==> config.mk <==
export PLATFORM = sky130hd
export DESIGN_NAME = retire_trace_buffer
export DESIGN_NICKNAME = d
export VERILOG_FILES = /design/src/rtl/retire_trace_buffer.sv
export SDC_FILE = /design/constraint.sdc
export NUM_CORES = 2
export LEC_CHECK = 0
export ABC_AREA = 1
export CAP_MARGIN = 20
export CORE_AREA = 2 2 597 599
export DETAILED_ROUTE_END_ITERATION = 8
export DIE_AREA = 0 0 599 601
export GPL_ROUTABILITY_DRIVEN = 0
export PLACE_DENSITY_LB_ADDON = 0.3
export SETUP_SLACK_MARGIN = 0.3
export SYNTH_ARGS = -nofsm -noshare
export SYNTH_HDL_FRONTEND = slang
export SYNTH_SLANG_ARGS = --single-unit
export TNS_END_PERCENT = 100
==> constraint.sdc <==
create_clock -name clk_i -period 14 [get_ports clk_i]
set_input_delay 1.4 -clock clk_i [delete_from_list [all_inputs] [get_ports clk_i]]
set_output_delay 1.4 -clock clk_i [all_outputs]
set_load 0.005 [all_outputs]
==> src/rtl/retire_trace_buffer.sv <==
// retire_trace_buffer
//   Captures retire records from the RV32I pipeline into a circular buffer.
//   A debug host drains the records over a first-word-fall-through read port.
//   Capture starts after arming. It can optionally wait for a PC match, and it
//   stops when commanded.
//
// Ports
//   clk_i, rst_i          clock, synchronous active-high reset
//   update_i + fields     retire strobe and the retired record fields
//   arm_i, stop_i, clr_i  session control pulses
//   trig_en_i, trig_pc_i  optional PC-match trigger
//   rec_valid_o/ready_i   read handshake; rec_* present the head record
//   state_o, count_o, overflow_o, drop_cnt_o, retired_cnt_o   status
//
// Handshake: a record transfers on a rising edge where rec_valid_o and
// rec_ready_i are both high. rec_valid_o never depends on rec_ready_i. The
// head fields stay stable while rec_valid_o=1 and rec_ready_i=0.
module retire_trace_buffer #(
  parameter int XLEN  = 32,
  parameter int DEPTH = 16
) (
  input  logic                     clk_i,
  input  logic                     rst_i,
  input  logic                     update_i,
  input  logic [XLEN-1:0]          pc_i,
  input  logic [XLEN-1:0]          instr_i,
  input  logic [4:0]               reg_addr_i,
  input  logic [XLEN-1:0]          reg_data_i,
  input  logic [XLEN-1:0]          mem_addr_i,
  input  logic [XLEN-1:0]          mem_data_i,
  input  logic                     mem_wrt_i,
  input  logic                     arm_i,
  input  logic                     stop_i,
  input  logic                     clr_i,
  input  logic                     trig_en_i,
  input  logic [XLEN-1:0]          trig_pc_i,
  output logic                     rec_valid_o,
  input  logic                     rec_ready_i,
  output logic [XLEN-1:0]          rec_pc_o,
  output logic [XLEN-1:0]          rec_instr_o,
  output logic [XLEN-1:0]          rec_rd_data_o,
  output logic [XLEN-1:0]          rec_mem_addr_o,
  output logic [XLEN-1:0]          rec_mem_data_o,
  output logic [4:0]               rec_rd_o,
  output logic                     rec_mem_wrt_o,
  output logic [1:0]               state_o,
  output logic [$clog2(DEPTH):0]   count_o,
  output logic                     overflow_o,
  output logic [15:0]              drop_cnt_o,
  output logic [31:0]              retired_cnt_o
);

  localparam int AW = $clog2(DEPTH);
  localparam int CW = AW + 1;

  typedef struct packed {
    logic [XLEN-1:0] pc;
    logic [XLEN-1:0] instr;
    logic [4:0]      rd;
    logic [XLEN-1:0] rd_data;
    logic [XLEN-1:0] mem_addr;
    logic [XLEN-1:0] mem_data;
    logic            mem_wrt;
  } rec_t;

  typedef enum logic [1:0] {
    S_IDLE  = 2'b00,
    S_ARMED = 2'b01,
    S_RUN   = 2'b10
  } state_t;

  state_t          state_q;
  rec_t            mem_q [DEPTH];
  logic [AW-1:0]   wr_ptr_q, wr_ptr_d;
  logic [AW-1:0]   rd_ptr_q, rd_ptr_d;
  logic [CW-1:0]   count_q, count_d;
  logic            ovf_q, ovf_d;
  logic [15:0]     drop_q, drop_d;
  logic [31:0]     ret_q, ret_d;

  logic trig_hit, push, pop, full, wr_en, drop;
  rec_t rec_in, head;

  assign rec_in = '{pc: pc_i, instr: instr_i, rd: reg_addr_i, rd_data: reg_data_i,
                    mem_addr: mem_addr_i, mem_data: mem_data_i, mem_wrt: mem_wrt_i};

  always_comb begin
    trig_hit = (state_q == S_ARMED) && update_i && (pc_i == trig_pc_i);
    full     = (count_q == CW'(DEPTH));
    // clr_i discards any same-cycle traffic. stop_i ends capture immediately,
    // but draining still proceeds.
    pop      = (count_q != '0) && rec_ready_i && !clr_i;
    push     = update_i && !stop_i && !clr_i && ((state_q == S_RUN) || trig_hit);
    // A full buffer accepts a new record only when a pop frees a slot this cycle.
    wr_en    = push && (!full || pop);
    drop     = push && full && !pop;

    wr_ptr_d = wr_ptr_q;
    rd_ptr_d = rd_ptr_q;
    count_d  = count_q;
    ovf_d    = ovf_q;
    drop_d   = drop_q;
    ret_d    = ret_q + 32'(update_i);
    if (clr_i) begin
      wr_ptr_d = '0;
      rd_ptr_d = '0;
      count_d  = '0;
      ovf_d    = 1'b0;
      drop_d   = '0;
      ret_d    = '0;
    end else begin
      if (wr_en) wr_ptr_d = wr_ptr_q + AW'(1);
      if (pop)   rd_ptr_d = rd_ptr_q + AW'(1);
      count_d = count_q + CW'(wr_en) - CW'(pop);
      if (drop) begin
        ovf_d = 1'b1;
        if (drop_q != 16'hFFFF) drop_d = drop_q + 16'd1;
      end
    end
  end

  // Session FSM. clr_i freezes the state. stop_i overrides both arm and trigger.
  always_ff @(posedge clk_i) begin
    if (rst_i) begin
      state_q <= S_IDLE;
    end else if (!clr_i) begin
      if (stop_i) begin
        state_q <= S_IDLE;
      end else begin
        case (state_q)
          S_IDLE:  if (arm_i)    state_q <= trig_en_i ? S_ARMED : S_RUN;
          S_ARMED: if (trig_hit) state_q <= S_RUN;
          S_RUN:   state_q <= S_RUN;
          default: state_q <= S_IDLE;
        endcase
      end
    end
  end

  always_ff @(posedge clk_i) begin
    if (rst_i) begin
      wr_ptr_q <= '0;
      rd_ptr_q <= '0;
      count_q  <= '0;
      ovf_q    <= 1'b0;
      drop_q   <= '0;
      ret_q    <= '0;
    end else begin
      wr_ptr_q <= wr_ptr_d;
      rd_ptr_q <= rd_ptr_d;
      count_q  <= count_d;
      ovf_q    <= ovf_d;
      drop_q   <= drop_d;
      ret_q    <= ret_d;
    end
  end

  // The record storage needs no reset. Slots are read only when count says so.
  always_ff @(posedge clk_i) begin
    if (wr_en && !rst_i) mem_q[wr_ptr_q] <= rec_in;
  end

  assign head           = mem_q[rd_ptr_q];
  assign rec_valid_o    = (count_q != '0);
  assign rec_pc_o       = head.pc;
  assign rec_instr_o    = head.instr;
  assign rec_rd_o       = head.rd;
  assign rec_rd_data_o  = head.rd_data;
  assign rec_mem_addr_o = head.mem_addr;
  assign rec_mem_data_o = head.mem_data;
  assign rec_mem_wrt_o  = head.mem_wrt;
  assign state_o        = state_q;
  assign count_o        = count_q;
  assign overflow_o     = ovf_q;
  assign drop_cnt_o     = drop_q;
  assign retired_cnt_o  = ret_q;

endmodule

==> flow_metrics.tcl <==
set metrics [dict create \
    required_ns 12.60 \
    nets 8303 \
    setup.worst_path.end_class "output port" \
    cts.sinks 2724 \
    hold_violations 0 \
    numCtsBuffers 305 \
    synth.distinct_cells 41 \
    io-pin-count 429 \
    postSynthAreaPerCell_sq_um 13.6 \
    yosys_warnings 0 \
    grt_max_degree 235 \
    clockBufferDepth 4 \
    antenna_found_initial 71 \
    cp-start-kind "flop" \
    syn_to_final_growth_pct 17.6 \
    slew_headroom_pct 22.8 \
    synthFlopType "edfxtp_1" \
    start_util_pct 29.9 \
    finalSetupTns_ns 0 \
    wl_microns 318000 \
    fmax_ghz 0.123 \
    synthCells 7784 \
    clk_latency_ns 0.90 \
    total_power_mw 17.1 \
    drc 0 \
    holdWs_ns 0.460 \
    report.final.slew_viol_count 0 \
    core_sq_um 354000 \
    critPathArrivalTime_ns 6.70 \
    placed_cell_area_sq_um 115000 \
    leakage_nw 39.3 \
    post-cts-setup-buffers 0 \
    io_buffers 428 \
    layout_commonest_cell "edfxtp_1" \
    crit_type "reg -> out" \
    cts_tree "built" \
    max-vdd-ir-drop_v 0.0000911 \
    std_cell_rows 219 \
    path_clk_slew_ns 0.06 \
    first_iter_violations 5861 \
    rsz0062_at_grt "false" \
    drive_above_1_share_pct 6.87 \
    layout_common_cells "edfxtp_1 (2656), nor2_1 (1556), o21ai_0 (1536)" \
    finalSetupViolations 0 \
    grt_pass1_vias 66500 \
    hold_buffers 0 \
    async_flop_share_pct 0 \
    dpl.hpwl_microns 169000 \
    root_buffer "clkbuf_16" \
    wire_per_inst_microns 24.3 \
    grt_use_total_pct 17.0 \
    design_area_sq_um 124000 \
    grt-ovfl-total 0 \
    hp-class "reg -> reg" \
    tightest_slew_ns 1.16 \
    die_h_microns 601 \
    yosysSeqAreaShare_pct 76.7 \
    dieWidth_microns 599 \
    ys_ff_latch 2724 \
    dr.pass1.iters 8 \
    vias 67400 \
    skew_ns 0.0568 \
    powerDensity_nw_per_um2 137 \
    fillCellCount 34100 \
    synth-edff-count 2656 \
    grt_first_pass_wirelength_microns 458000 \
    min_period_ns 8.10 \
    drtAntennaViolNets 0 \
    drv_cap 0 \
    outcome "complete, no violations" \
    fin_crit_sh_pct 57.8 \
    crit_path_max_fanout 226 \
    netlist_area_sq_um 106000 \
    post_cts_resized 0 \
    syn-num-nets 8009 \
    h-tree-depth 5 \
    die-area_sq_um 360000 \
    vias_per_cell 5.16 \
]
-- per-stage QoR --
step / setup slack, ns / cells / utilization, %
6_report: 5.90 / 13100 / 35.2
5_1_grt: 5.49 / 13100 / 35.2
4_1_cts: 5.83 / 13100 / 35.1
3_5_place_dp: 5.97 / 12500 / 32.5
3_3_place_gp: 5.92 / 12500 / 32.5
2_1_floorplan: 3.99 / 7784 / -
-- worst paths after layout --
path              slack (ns)  depth (start not counted)                    start                 endpoint
setup / recovery        5.90                          9                     flop           rec_instr_o[2]
hold / removal          0.46                          2  overflow_o$_SDFFE_PP0P_  overflow_o$_SDFFE_PP0P_
setup reg to reg        8.09                         14  state_o[1]$_SDFFE_PP0P_   mem_q[3][53]$_DFFE_PP_
hold reg to reg         0.46                          2  overflow_o$_SDFFE_PP0P_  overflow_o$_SDFFE_PP0P_
-- per-layer routing --
layer	wire (microns)	track usage [%]	vias to the layer above	share of wire [%]
met1	136000	22.5	34700	43
met5	306	0	-	0.096
met2	153000	28.4	2115	48
li1	-	-	30000	-
met3	21100	3.36	488	6.6
met4	7780	4.51	50	2.4
-- kinds of logic after synthesis --
group	share of synthesized area, %
compound gates	13.1
xor+xnor	0.108
fa+ha+maj	0.232
buf+inv	2.58
flops	76.7
mux	0.189
simple gates	7.11
-- synthesized netlist by cell type (10+ instances only) --
master    number  area, sq um
o221ai_1     253         2220
o21ai_0     1536         7690
nor3_1        12         60.1
nand3_1      107          536
dfxtp_1       68         1360
buf_2        139          696
nor2_1      1572         5900
inv_1        117          439
a21oi_1       43          215
o31ai_1       10         75.1
clkbuf_1     402         1510
ha_1          18          225
o22ai_1      472         2950
edfxtp_1    2656        79800
o211ai_1      77          578
mux2i_1       20          200
nand2_1      192          721
-- registers in the layout, summed over array words and instances (netlist names), named ones only --
register / cells
count_o: 5
drop_cnt_o: 16
mem_q: 2656
overflow_o: 1
rd_ptr_q: 4
retired_cnt_o: 32
state_o: 2
wr_ptr_q: 4
-- where the power goes --
group | internal [mW] | switching, mW | leakage [nW]
clock | 4.41 | 3.19 | 4.60
sequential | 8.95 | 0.00478 | 24.4
combinational | 0.162 | 0.364 | 10.2
total | 13.5 | 3.56 | 39.3
-- critical path: stages (launching register included) --
cell and delay [ns]:
dfxtp_4 0.75, buf_4 0.79, buf_4 0.76, buf_12 0.70, buf_4 0.84, nor2_1 0.12, o221ai_1 0.20, o21ai_0 0.13
o22ai_1 0.57, clkdlybuf4s50_1 0.64
-- area by class of cell --
class / count / area [sq um] / share of cell area (%)
Tap cell: 4751 / 5940 / 4.78
Inverter: 120 / 480 / 0.386
Timing Repair Buffer: 542 / 5370 / 4.31
Multi-Input combinational cell: 4385 / 22100 / 17.8
Sequential cell: 2724 / 81100 / 65.2
Antenna cell: 15 / 37.5 / 0.0302
Clock inverter: 166 / 1280 / 1.03
Clock buffer: 377 / 8120 / 6.52
Power figures use the tool's default switching activity.
